$ cat src/rtl/kyber_pkg.sv
// Shared ML-KEM constants and the encapsulation-key writer state encoding.
package kyber_pkg;

  localparam int KYBER_N         = 256;
  localparam int KYBER_Q         = 3329;
  localparam int KYBER_K_DEFAULT = 3;
  localparam int EK_WORD_W       = 24;

  typedef enum logic [1:0] {
    ST_IDLE = 2'd0,
    ST_RUN  = 2'd1,
    ST_DONE = 2'd2
  } state_e;

endpackage

$ cat src/rtl/coef_lt_q.sv
// Combinational modulus check: flags a 16-bit coefficient that is not a
// canonical residue, i.e. has any of bits [15:12] set or is at least q.
module coef_lt_q (
  input  logic [15:0] coef,
  input  logic [15:0] q,
  output logic        bad
);

  assign bad = (coef[15:12] != 4'd0) || ({4'd0, coef[11:0]} >= q);

endmodule

$ cat src/rtl/ek_modcheck_writer.sv
// Consumes decoded t-hat coefficient pairs, range-checks each coefficient
// against q, checks pair ordering, writes packed pairs into the polynomial
// RAM and reports pass/fail once all K*128 pairs have been accepted.
module ek_modcheck_writer
  import kyber_pkg::*;
#(
  parameter int K  = KYBER_K_DEFAULT,
  parameter int Q  = KYBER_Q,
  parameter int AW = 9
) (
  input  logic                 clk,
  input  logic                 reset,
  input  logic                 start,
  input  logic                 in_valid,
  input  logic [15:0]          coef_a,
  input  logic [15:0]          coef_b,
  input  logic [15:0]          in_index,
  output logic                 in_ready,
  output logic                 mem_we,
  output logic [AW-1:0]        mem_addr,
  output logic [EK_WORD_W-1:0] mem_wdata,
  output logic [9:0]           bad_count,
  output logic                 idx_err,
  output logic                 busy,
  output logic                 done,
  output logic                 ek_ok
);

  localparam int             NPAIRS = K * KYBER_N / 2;
  localparam logic [AW-1:0]  LAST   = AW'(NPAIRS - 1);
  localparam logic [15:0]    Q16    = 16'(Q);

  state_e                 state_q, state_d;
  logic [AW-1:0]          cnt_q, cnt_d;
  logic                   mem_we_q, mem_we_d;
  logic [AW-1:0]          mem_addr_q, mem_addr_d;
  logic [EK_WORD_W-1:0]   mem_wdata_q, mem_wdata_d;
  logic [9:0]             bad_count_q, bad_count_d;
  logic                   idx_err_q, idx_err_d;
  logic                   ek_ok_q, ek_ok_d;
  logic                   bad_a, bad_b;

  coef_lt_q u_chk_a (.coef(coef_a), .q(Q16), .bad(bad_a));
  coef_lt_q u_chk_b (.coef(coef_b), .q(Q16), .bad(bad_b));

  // Next-state and next-value logic; start outranks any concurrent accept.
  always_comb begin
    state_d     = state_q;
    cnt_d       = cnt_q;
    mem_we_d    = 1'b0;
    mem_addr_d  = mem_addr_q;
    mem_wdata_d = mem_wdata_q;
    bad_count_d = bad_count_q;
    idx_err_d   = idx_err_q;
    ek_ok_d     = ek_ok_q;

    if (start) begin
      state_d     = ST_RUN;
      cnt_d       = '0;
      bad_count_d = '0;
      idx_err_d   = 1'b0;
      ek_ok_d     = 1'b0;
    end else begin
      case (state_q)
        ST_IDLE: state_d = ST_IDLE;
        ST_RUN: begin
          if (in_valid) begin
            mem_we_d    = 1'b1;
            mem_addr_d  = cnt_q;
            mem_wdata_d = {coef_b[11:0], coef_a[11:0]};
            bad_count_d = bad_count_q + 10'(bad_a) + 10'(bad_b);
            idx_err_d   = idx_err_q | (in_index != 16'(cnt_q));
            cnt_d       = cnt_q + AW'(1);
            if (cnt_q == LAST) begin
              state_d = ST_DONE;
              ek_ok_d = (bad_count_d == 10'd0) & ~idx_err_d;
            end
          end
        end
        ST_DONE: state_d = ST_IDLE;
        default: state_d = ST_IDLE;
      endcase
    end
  end

  // State and output registers, cleared asynchronously by reset.
  always_ff @(posedge clk or posedge reset) begin
    if (reset) begin
      state_q     <= ST_IDLE;
      cnt_q       <= '0;
      mem_we_q    <= 1'b0;
      mem_addr_q  <= '0;
      mem_wdata_q <= '0;
      bad_count_q <= '0;
      idx_err_q   <= 1'b0;
      ek_ok_q     <= 1'b0;
    end else begin
      state_q     <= state_d;
      cnt_q       <= cnt_d;
      mem_we_q    <= mem_we_d;
      mem_addr_q  <= mem_addr_d;
      mem_wdata_q <= mem_wdata_d;
      bad_count_q <= bad_count_d;
      idx_err_q   <= idx_err_d;
      ek_ok_q     <= ek_ok_d;
    end
  end

  assign in_ready  = (state_q == ST_RUN);
  assign busy      = (state_q == ST_RUN);
  assign done      = (state_q == ST_DONE);
  assign mem_we    = mem_we_q;
  assign mem_addr  = mem_addr_q;
  assign mem_wdata = mem_wdata_q;
  assign bad_count = bad_count_q;
  assign idx_err   = idx_err_q;
  assign ek_ok     = ek_ok_q;

endmodule

$ cat config.mk
export PLATFORM = sky130hd
export DESIGN_NAME = ek_modcheck_writer
export DESIGN_NICKNAME = d
export VERILOG_FILES = /design/src/rtl/kyber_pkg.sv /design/src/rtl/coef_lt_q.sv /design/src/rtl/ek_modcheck_writer.sv
export SDC_FILE = /design/constraint.sdc
export NUM_CORES = 1
export LEC_CHECK = 0
export ABC_AREA = 1
export CAP_MARGIN = 20
export CORE_MARGIN = 3
export CORE_UTILIZATION = 45
export CTS_BUF_LIST = sky130_fd_sc_hd__clkbuf_16
export CTS_CLUSTER_DIAMETER = 50
export DETAILED_ROUTE_END_ITERATION = 8
export GPL_TIMING_DRIVEN = 0
export PLACE_DENSITY = 0.8
export SYNTH_ARGS = -nofsm -noshare
export SYNTH_HDL_FRONTEND = slang
export SYNTH_SLANG_ARGS = --single-unit
$ cat constraint.sdc
create_clock -name clk -period 2.5 [get_ports clk]
set_input_delay 0.375 -clock clk [delete_from_list [all_inputs] [get_ports clk]]
set_output_delay 0.375 -clock clk [all_outputs]
set_load 0.005 [all_outputs]
After elaboration in Yosys (flattened, before gate mapping)
Index checks and enable logic that the tools add are counted.
{ "totals": {"register_bits": 57, "input_bits": 52, "output_inout_bits": 49, "word_cells": 55} }
{ "classes": {"add_sub_neg": 3, "n_lt_le_gt_ge": 2, "n_eq_ne": 6, "mux": 20, "bitwise": 4, "n_reduce_logical": 12} }
{ "op_table": {"columns": ["op", "count"], "rows": [
  ["$mux W10", 3],
  ["$mux W9", 3],
  ["$ge A12 B12 Y1 const B", 2],
  ["$add A10 B1 Y10", 2],
  ["$ne A16 B9 Y1", 1],
  ["$logic_not A10 Y1", 1],
  ["$mux W1", 10],
  ["$add A9 B1 Y9 const B", 1],
  ["$eq A9 B9 Y1 const B", 1],
  ["$mux W2", 4],
  ["$reduce_bool A4 Y1", 2],
  ["$reduce_and A3 Y1", 2],
  ["$reduce_bool A2 Y1", 3],
  ["$reduce_and A2 Y1", 2],
  ["$ne A3 B2 Y1 const B", 1],
  ["$ne A3 B3 Y1 const B", 1],
  ["$eq A2 B1 Y1 const B", 1],
  ["$eq A2 B2 Y1 const B", 1],
  ["$logic_or A1 B1 Y1", 2],
  ["$not A1 Y1", 2],
  ["$and A1 B1 Y1", 1],
  ["$or A1 B1 Y1", 1]
]} }

Longest topological paths before layout
Gate-level depths: netlist (run 1).
{ "logic_depth": {"depth_word": 10, "depth_mapped": 17, "mapped_depth_nobuf": 17} }

Hierarchy
A second synthesis (run 1) with hierarchy kept.
{ "unflattened": {"hier_cells": 463, "hier_area_um2": 3448.3} }
{ "modules_own_cells": {"columns": ["mod", "n_inst", "cells_each", "area_per_inst_um2", "seq_area_each_um2"], "rows": [
  ["ek_modcheck_writer", 1, 327, 2692.6, 1426.4],
  ["coef_lt_q", 2, 68, 377.9, 0.0]
]} }

Least setup slack after synthesis (run 1)
No wires, ideal clock.
{ "synth_timing": {"kind": "input-to-reg", "startpoint": "input coef_a[13]", "endpoint": "register ek_ok_q (netlist: ek_ok)", "setup_ps": 73, "arrival_time_ps": 2199, "required_time_ps": 2427, "slack_ps": 228, "path_stages": 13, "n_path_buf": 0, "path_cell_list": "or4_1 a31oi_1 fa_1 inv_2 ha_1 nand2_1 nor2_1 xor2_1 inv_1 nand2_1 nor2_1 nand3_2 a21oi_2"} }
{ "synth_via": {"elab_chain_cells": 10} }
{ "synth_lines": {"columns": ["element", "line", "text"], "rows": [
  ["start, declared", "ek_modcheck_writer.sv:15", "input logic [15:0] coef_a,"],
  ["$reduce_bool A4 Y1", "coef_lt_q.sv:9", "assign bad = (coef[15:12] != 4'd0) || ({4'd0, coef[11:0]} >= q);"],
  ["$logic_or A1 B1 Y1", "coef_lt_q.sv:9", null],
  ["$add A10 B1 Y10 (2 in a row)", "ek_modcheck_writer.sv:71", "bad_count_d = bad_count_q + 10'(bad_a) + 10'(bad_b);"],
  ["$logic_not A10 Y1", "ek_modcheck_writer.sv:76", "ek_ok_d = (bad_count_d == 10'd0) & ~idx_err_d;"],
  ["$and A1 B1 Y1", "ek_modcheck_writer.sv:76", null],
  ["$mux W1", "ek_modcheck_writer.sv:74", "if (cnt_q == LAST) begin"],
  ["$mux W1", "ek_modcheck_writer.sv:67", "if (in_valid) begin"],
  ["$mux W1", "ek_modcheck_writer.sv:64", "case (state_q)"],
  ["$mux W1", "ek_modcheck_writer.sv:57", "if (start) begin"],
  ["end signal, assigned", "ek_modcheck_writer.sv:105", "ek_ok_q <= ek_ok_d;"],
  ["end, declared", "ek_modcheck_writer.sv:40", "logic ek_ok_q, ek_ok_d;"]
]} }
Every way passes these cells. The select of a mux whose other input is x is not followed.
A chain may end at the register's enable or synchronous reset.

Worst setup path in the final report (run 1)
{ "layout_timing": {"startpoint": "input coef_a[7]", "endpoint": "register ek_ok_q (netlist: ek_ok)"} }
{ "layout_via": {"elab_chain_cells": 10} }
{ "layout_lines": {"columns": ["element", "line"], "rows": [
  ["$ge A12 B12 Y1", "coef_lt_q.sv:9"],
  ["$logic_or A1 B1 Y1", "coef_lt_q.sv:9"],
  ["$add A10 B1 Y10 (2 in a row)", "ek_modcheck_writer.sv:71"],
  ["$logic_not A10 Y1", "ek_modcheck_writer.sv:76"],
  ["$and A1 B1 Y1", "ek_modcheck_writer.sv:76"],
  ["$mux W1", "ek_modcheck_writer.sv:74"],
  ["$mux W1", "ek_modcheck_writer.sv:67"],
  ["$mux W1", "ek_modcheck_writer.sv:64"],
  ["$mux W1", "ek_modcheck_writer.sv:57"]
]} }
Every way passes these cells. The select of a mux whose other input is x is not followed.

==> flow_results.org, run 1 <==
** Logic synthesis
- Count of unique library cells instantiated by Yosys :: 35
- Yosys printed 0 warnings.
- Area of the mapped netlist :: 2860 um^2
- Largest area contributor in the netlist :: sky130_fd_sc_hd__dfrtp_1
- After technology mapping, the gate count stands at around 360.
- Seq/Total Area, Yosys :: 0.498
- In the post-synthesis netlist, the cell with the most instances is sky130_fd_sc_hd__nand2_1.
- The number of nets in the synthesized netlist is 412.
- Per-instance average area after synthesis :: 8.02 um^2
- Commonest cells in the netlist :: sky130_fd_sc_hd__nand2_1, sky130_fd_sc_hd__dfrtp_1, sky130_fd_sc_hd__inv_1
- Register bit total from synthesis :: between 50 and 60
- Number of enable flip-flop cells after synthesis :: 0
- Post-synthesis async set-or-reset flop share :: 1.00
- Area share of the largest cell type after synthesis :: 0.498
- Largest cells by area after synthesis :: sky130_fd_sc_hd__dfrtp_1, sky130_fd_sc_hd__nand2_1, sky130_fd_sc_hd__inv_1
- Commonest register cell after synthesis :: sky130_fd_sc_hd__dfrtp_1

** Detailed routing
- Across all layers, the routed design uses approximately 2800 vias.
- Vias per cell :: about 5
- Overall routed net length :: a little under 8 mm
- The first TritonRoute pass finished after 4 iterations.
- For this run, design rule violations remaining after detail routing come to 0.
- Number of DRC markers in iteration 0 :: between 100 and 150
- In this run the remaining antenna-violating nets after routing total 0.
- Detail-routed net length per standard cell :: between 10 and 15 um

** Clock network
- Clock tree synthesis inserted a total of 9 buffers.
- Clock tree synthesis found a total of 57 sinks.
- The H-tree was split into 3 levels.
- CTS tree :: done
- In this run the clock root is driven by a sky130_fd_sc_hd__clkbuf_16.
- In this run the deepest clock path goes through 2 buffers.
- After clock tree synthesis, the clock-pin slew on the worst setup and hold paths is 50 ps.
- Clock latency on the worst-skew pair, taken at its later pin, is between 300 and 400 ps.

** Global routing
- In the global route stage, overall resource usage came out at 0.218.
- The number of global-route vias before repair came to 2746.
- First-pass GRT wire length :: approximately 13 mm
- Largest net degree at the start of global routing :: 35
- GR Overflow Total :: 0
- The initial antenna violation count came to 0.

** STA
- Setup violations remaining at the end of the flow were counted as 0.
- Worst relative slew slack :: 0.501
- Peak Freq :: 416 MHz
- The final number of max-transition violations came to 0.
- Final critical delay including setup and external delays :: approximately 2400 ps
- Post-route fraction of the period consumed by the critical path :: 0.961
- Setup Total Neg Slack :: 0 ps
- For the pin with the worst max-slew slack, the measured transition is approximately 750 ps.
- The final number of hold-violating endpoints is 0.
- Clock skew on the completed layout was measured at between 5 and 6 ps.

** Critical path
- The largest individual stage delay along the critical path comes from the cell sky130_fd_sc_hd__clkdlybuf4s50_1.
- Counting both buffers and inverters, the worst setup path holds a total of 4.
- Cell class contributing the biggest share of worst-path delay :: buffers and inverters
- STA classifies the critical path startpoint as a primary input.
- The worst setup path is captured at a register.
- CP Data Required Time :: 2750 ps
- In this design, the stage delay of the slowest critical-path cell is approximately 450 ps.
- Endpoint arrival time on the critical path :: between 2000 and 3000 ps
- Worst Setup Path Type :: primary input to register
- Traced cell by cell, the critical path runs through clkdlybuf4s50_1 -> inv_1 -> nand4_1 -> o21ai_1 -> nand2_1 -> a31oi_4 -> fa_2 -> inv_4 -> ha_4 -> nand2_4 -> inv_2 -> nand3_2 -> o21ai_2 -> nand2_1 -> nor2_2 -> nand3_2 -> a21oi_2.
- Maximum fanout along the worst path :: 3

** Run
- Maxcap violations :: 0

** Pwr
- After layout, the design draws a total of 2.59 mW.
- Summed over all cells, the static leakage comes to ~2.2 nW.
- In this run the power density over the cells is roughly 600 nW/um^2.
- IR analysis of the VDD net gives a maximum drop of 0.000410 V.

** Die
- The die is between 80 and 90 um tall.
- For this configuration, the core starts out at a cell density of 0.475.
- Placeable Area :: around 6000 um^2
- Measured along the x axis, the die boundary spans around 86 um.
- The floorplan step defined a die boundary enclosing 7350 um^2.
- For this design the top-level I/O count stands at 101.
- Number of rows in the core area :: 28

** Placed design
- Port buffering added 100 buffers.
- The congestion estimate from routability-driven global placement came to 0.835.
- Once placement finished, the instance area stood at 3980 um^2.
- Including well taps, the total number of placed cells is between 500 and 600.
- Once detailed placement completed, the half-perimeter wirelength came to 5.61 mm.

** Cells and area
- At the end of the flow the core is filled with cells to 0.735.
- After the last flow step, the layout net total stands at around 530.
- The finished cells cover about 4400 um^2.
- Of the cells placed in the final design, the portion with a size suffix greater than 1 is 0.146.
- Area delta synth->final :: 54.8%
- N_diodes :: 0
- Final standard cell count with taps included and fillers excluded :: about 550

** Worst hold path
- Tightest Hold Check Type :: primary input to register

** Run status
- The run finished with clean final reports.
layer usage:
metal | share of wire | up-vias | track usage
met3 | 0.10 | 11 | 0.109
met2 | 0.47 | 121 | 0.346
met4 | 0.018 | 0 | 0.0691
met5 | 0 | - | 0
met1 | 0.41 | 1278 | 0.261
li1 | - | 1353 | -
sequential cells by signal, summed over array words and instances (netlist names):
register,flops
mem_we,1
ek_ok,1
mem_addr,9
mem_wdata,24
cnt_q,9
bad_count,10
state_q,2
idx_err,1
cell type report:
class / count / area, um^2
multi-input combinational: 230 / 1230
timing repair buffer: 106 / 1110
tap: 75 / 93.8
clock buffer: 9 / 225
clock inverter: 7 / 53.8
fill: 451 / 1600
sequential: 57 / 1430
buffer: 10 / 60.1
inverter: 60 / 229
stage by stage:
| step | hold WS (ps) | setup WS [ps] |
|---|---|---|
| 4_1_cts | 484 | 12.9 |
| 5_1_grt | 368 | -16.8 |
| 3_3_place_gp | 463 | -387 |
| 2_1_floorplan | 447 | 228 |
| 3_5_place_dp | 469 | -414 |
| 6_report | 363 | 98.6 |
where the power goes:
part | switching [mW] | leakage [nW] | internal [mW]
logic | 0.181 | 1.33 | 0.235
clock network | 0.392 | 0.144 | 0.749
registers | 0.0462 | 0.744 | 0.990
total | 0.619 | 2.22 | 1.97
timing repair:
action                     in CTS  in global routing
resized for setup               7                 40
pin swaps                       3                 24
setup buffers                   0                  5
hold endpoints to repair        0                  0
setup endpoints to repair       1                  2
hold buffers                    0                  0
kinds of logic (layout without fill, tap and decap cells):
family	after synthesis	count (layout)	synth area share
simple gates	168	168	0.266
buf+inv	70	192	0.100
flops	57	57	0.498
compound gates	55	55	0.107
xor+xnor	4	4	0.0122
fa+ha+maj	3	3	0.0157
placed cells by master (no fill, tap or decap), drive strengths merged, types with 3 or more instances in the layout:
| cell | count |
|---|---|
| dlymetal6s2s | 18 |
| nand3 | 14 |
| inv | 61 |
| nand2 | 114 |
| nor2 | 28 |
| clkbuf | 12 |
| clkdlybuf4s50 | 82 |
| xnor2 | 3 |
| dfrtp | 57 |
| nor3 | 3 |
| o22ai | 8 |
| nand4 | 7 |
| buf | 13 |
| clkinv | 5 |
| o21ai | 39 |
final timing paths:
path	startpoint	slack (ps)	cells after the start	to
max	coef_a[7]	100	17	ek_ok
min	coef_a[2]	360	3	mem_wdata[2]
max reg2reg	bad_count[0]	670	12	ek_ok
min reg2reg	mem_wdata[22]	480	2	mem_wdata[22]
max in group asynchronous	reset	1420	3	bad_count[4]
min in group asynchronous	reset	500	2	mem_wdata[12]
worst register-to-register path: stages (launching register included):
cell and delay [ps]:
sky130_fd_sc_hd__dfrtp_1 340, sky130_fd_sc_hd__inv_1 70, sky130_fd_sc_hd__fa_2 360, sky130_fd_sc_hd__inv_4 80
sky130_fd_sc_hd__ha_4 150, sky130_fd_sc_hd__nand2_4 70, sky130_fd_sc_hd__inv_2 80, sky130_fd_sc_hd__nand3_2 80
sky130_fd_sc_hd__o21ai_2 140, sky130_fd_sc_hd__nand2_1 90, sky130_fd_sc_hd__nor2_2 110, sky130_fd_sc_hd__nand3_2 70
sky130_fd_sc_hd__a21oi_2 120
(Power assumes the default switching activity.)
==> run 2: changes to the inputs <==
- GPL_TIMING_DRIVEN: 0 -> not set
- RECOVER_POWER: not set -> 25
==> flow_results.org, run 2 (synthesis gave the netlist of run 1 again) <==
** Run status
- Status: completed (unchanged).

** Critical path
- The biggest cell delay along the critical path came to 550 ps (was 450 ps).
- The slowest cell on the critical path is sky130_fd_sc_hd__or4_4 (was sky130_fd_sc_hd__clkdlybuf4s50_1).
- The kind of start point of the critical path is a primary input (unchanged).
- Cell count of the worst reg-to-reg path :: 12 (unchanged)
- The capturing element type of the critical path is a register (unchanged).
- The source of the worst register-to-register timing path is bad_count[0] (unchanged).
- Terminus of the critical flop-to-flop path :: ek_ok (unchanged)
- The end of the critical path is ek_ok (unchanged).
- The type of the setup path with the least slack was primary input to register (unchanged).
- CP Data Required Time :: 2760 ps (was 2750 ps)
- The start point of the critical path is coef_a[13] (was coef_a[7]).
- Maximum fanout along the worst path :: 2 (was 3)
- Series of cell instances along the critical path: clkdlybuf4s50_1 -> or4_4 -> a31oi_4 -> fa_2 -> inv_2 -> ha_4 -> inv_1 -> nand2_1 -> nand2_1 -> nand3_1 -> nor2_1 -> nand2_1 -> nor2_1 -> nand3_2 -> a21oi_2 (was clkdlybuf4s50_1 -> inv_1 -> nand4_1 -> o21ai_1 -> nand2_1 -> a31oi_4 -> fa_2 -> inv_4 -> ha_4 -> nand2_4 -> inv_2 -> nand3_2 -> o21ai_2 -> nand2_1 -> nor2_2 -> nand3_2 -> a21oi_2).
- The register-to-register setup slack came to 610 ps (was 670 ps).
- The data arrival time of the critical path came to 2680 ps (was 2650 ps).
- Counting stages on the worst path, the most repeated cell is sky130_fd_sc_hd__nand2_1.

** Global routing
- Total GRT Usage :: 0.226 (was 0.218)
- First-pass GRT wire length :: 13.0 mm (was 12.6 mm)
- Largest net degree at the start of global routing :: 58 (was 35)
- The overflow left after global routing was 0 (unchanged).
- Number of global-route vias before repair :: 2778 (was 2746)
- Number of antenna violations at the first check in global routing :: 0 (unchanged)

** Die
- Number of rows in the core area :: 28 (unchanged)
- The area inside the core boundary was 6030 um^2 (unchanged).
- The number of ports placed on the die boundary was 101 (unchanged).
- Overall die height :: 85.7 um (unchanged)
- Floorplan die area :: 7350 um^2 (unchanged)
- The starting density of the core is 0.475 (unchanged).
- Chip Width :: 85.7 um (unchanged)

** Pwr
- The leakage power summed over all cells was 2.05 nW (was 2.22 nW).
- The total chip power was 2.62 mW (was 2.59 mW).
- Power per unit of standard cell area :: 597 nW/um^2 (was 585 nW/um^2)
- The highest ir drop seen on vdd is 0.000445 V (was 0.000410 V).

** Worst hold path
- Tightest Hold Check Type :: register to register (was primary input to register)
- The source of the worst hold timing path is mem_wdata[3] (was coef_a[2]).

** STA
- Final count of hold timing violations :: 0 (unchanged)
- The final number of max-transition violations is 0 (unchanged).
- The share of the clock period used by the worst path came to 0.969 (was 0.961).
- The setup TNS was 0 ps (unchanged).
- Final critical delay including setup and external delays :: 2420 ps (was 2400 ps)
- Peak Freq :: 413 MHz (was 416 MHz)
- The slew at the pin closest to its max-slew limit came to 1390 ps (was 748 ps).
- The least setup slack across all paths after layout was 76.7 ps (was 98.6 ps).
- The number of endpoints failing setup at the final stage came to 0 (unchanged).
- The relative slew slack is 0.0743 (was 0.501).
- The worst slack on hold paths is 480 ps (was 363 ps).
- Setup clock skew after layout :: 5.76 ps (was 5.20 ps)

** Cells and area
- The layout-stage area growth over the synthesis result is 53.3% (was 54.8%).
- Layout cells sized above 1 :: 0.140 (was 0.146)
- Commonest non-fill, non-tap cell in the layout :: sky130_fd_sc_hd__nand2_1 (unchanged)
- The final cell area excluding filler cells came to 4390 um^2 (was 4430 um^2).
- The number of inserted diodes was 0 (unchanged).
- Commonest cells after routing, fill and taps aside :: sky130_fd_sc_hd__nand2_1, sky130_fd_sc_hd__clkdlybuf4s50_1, sky130_fd_sc_hd__dfrtp_1 (unchanged)
- The net count of the finished layout was 528 (was 529).
- The number of flip-flops under the largest register name is 24 (unchanged).
- The fill cell total of the finished layout came to 470 (was 451).

** Placed design
- The last weighted congestion value of the routability-driven placer came to 0.920 (was 0.835).
- Total cell area at the placement stage :: 4010 um^2 (was 3980 um^2)
- Placement-stage worst setup slack :: -312 ps (was -414 ps)
- HPWL after detailed placement :: 5.48 mm (was 5.61 mm)
- Quantity of I/O buffers inserted on ports :: 100 (unchanged)

** Detailed routing
- The number of antenna-violating nets in the routed design came to 0 (unchanged).
- The routed via count divided by cell count was 4.95 (was 4.99).
- Via count :: 2740 (was 2763)
- Detail-routed net length per standard cell :: 14.2 um (was 14.4 um)
- Number of DRC markers in iteration 0 :: 96 (was 149)
- The number of search-and-repair iterations in the first detailed-routing pass was 4 (unchanged).
- The total wire length came to 7.84 mm (was 7.96 mm).
- The remaining design rule violation count came to 0 (unchanged).

** Clock network
- CTS Root Buffer Type :: sky130_fd_sc_hd__clkbuf_16 (unchanged)
- Max Root-Sink Buffers :: 2 (unchanged)
- Clock sink count :: 57 (unchanged)
- The clock slew seen by the registers of the worst setup and hold paths is 50 ps (about the same).
- CTS tree :: done (unchanged)
- Clock buffer count from CTS :: 9 (unchanged)
- Number of H-tree levels :: 3 (unchanged)
- The clock latency at the later pin of the worst-skew pair is 320 ps (about the same).

** Run
- Maxcap violations :: 0 (unchanged)
[run 2: critical path, delay by kind of cell]
family / cells / cell delay [ps]
compound gates: 2 / 280
buf+inv: 3 / 540
simple gates: 8 / 1090
fa+ha+maj: 2 / 390
[run 2: worst min path at each step]
stage                     slack (ps)            end  cells past startpoint
final                            480   mem_wdata[3]                      2
after detailed placement         470  mem_wdata[11]                      2
after floorplan                  450     state_q[1]                      1
after global routing             500  mem_wdata[23]                      2
after CTS                        440  mem_wdata[14]                      3
after global placement           460   mem_wdata[8]                      2
[run 2: per-layer routing]
layer  part of all wire  wire, um  track usage
met4              0.015       115       0.0878
met5                  0         0            0
met1               0.42      3310        0.280
met3              0.085       669       0.0845
met2               0.48      3750        0.361
[run 2: metrics by stage]
| stage | std cells | util |
|---|---|---|
| 6_report | 553 | 0.728 |
| 5_1_grt | 553 | 0.728 |
| 4_1_cts | 552 | 0.717 |
| 3_5_place_dp | 535 | 0.665 |
| 3_3_place_gp | 535 | 0.665 |
| 2_1_floorplan | 357 | - |
[run 2: layout make-up]
type	count	area, um^2	area share
Sequential cell	57	1430	0.325
Multi-Input combinational cell	230	1240	0.283
Timing Repair Buffer	115	1110	0.254
Inverter	60	226	0.0516
Clock buffer	9	225	0.0513
Tap cell	75	93.8	0.0214
Clock inverter	7	61.3	0.0140
[run 2: repair_timing]
item,CTS,global route
setup buffers,1,1
pin swaps,2,17
hold buffers,0,0
cloned,0,0
setup endpoints to repair,1,4
endpoints found under the hold margin,0,0
resized for setup,4,19
[run 2: power breakdown]
| group | total, mW | internal (mW) | switching, mW | leakage (nW) |
|---|---|---|---|---|
| registers | 1.04 | 0.989 | 0.0472 | 0.744 |
| logic | 0.409 | 0.238 | 0.170 | 1.17 |
| clock network | 1.17 | 0.757 | 0.417 | 0.134 |
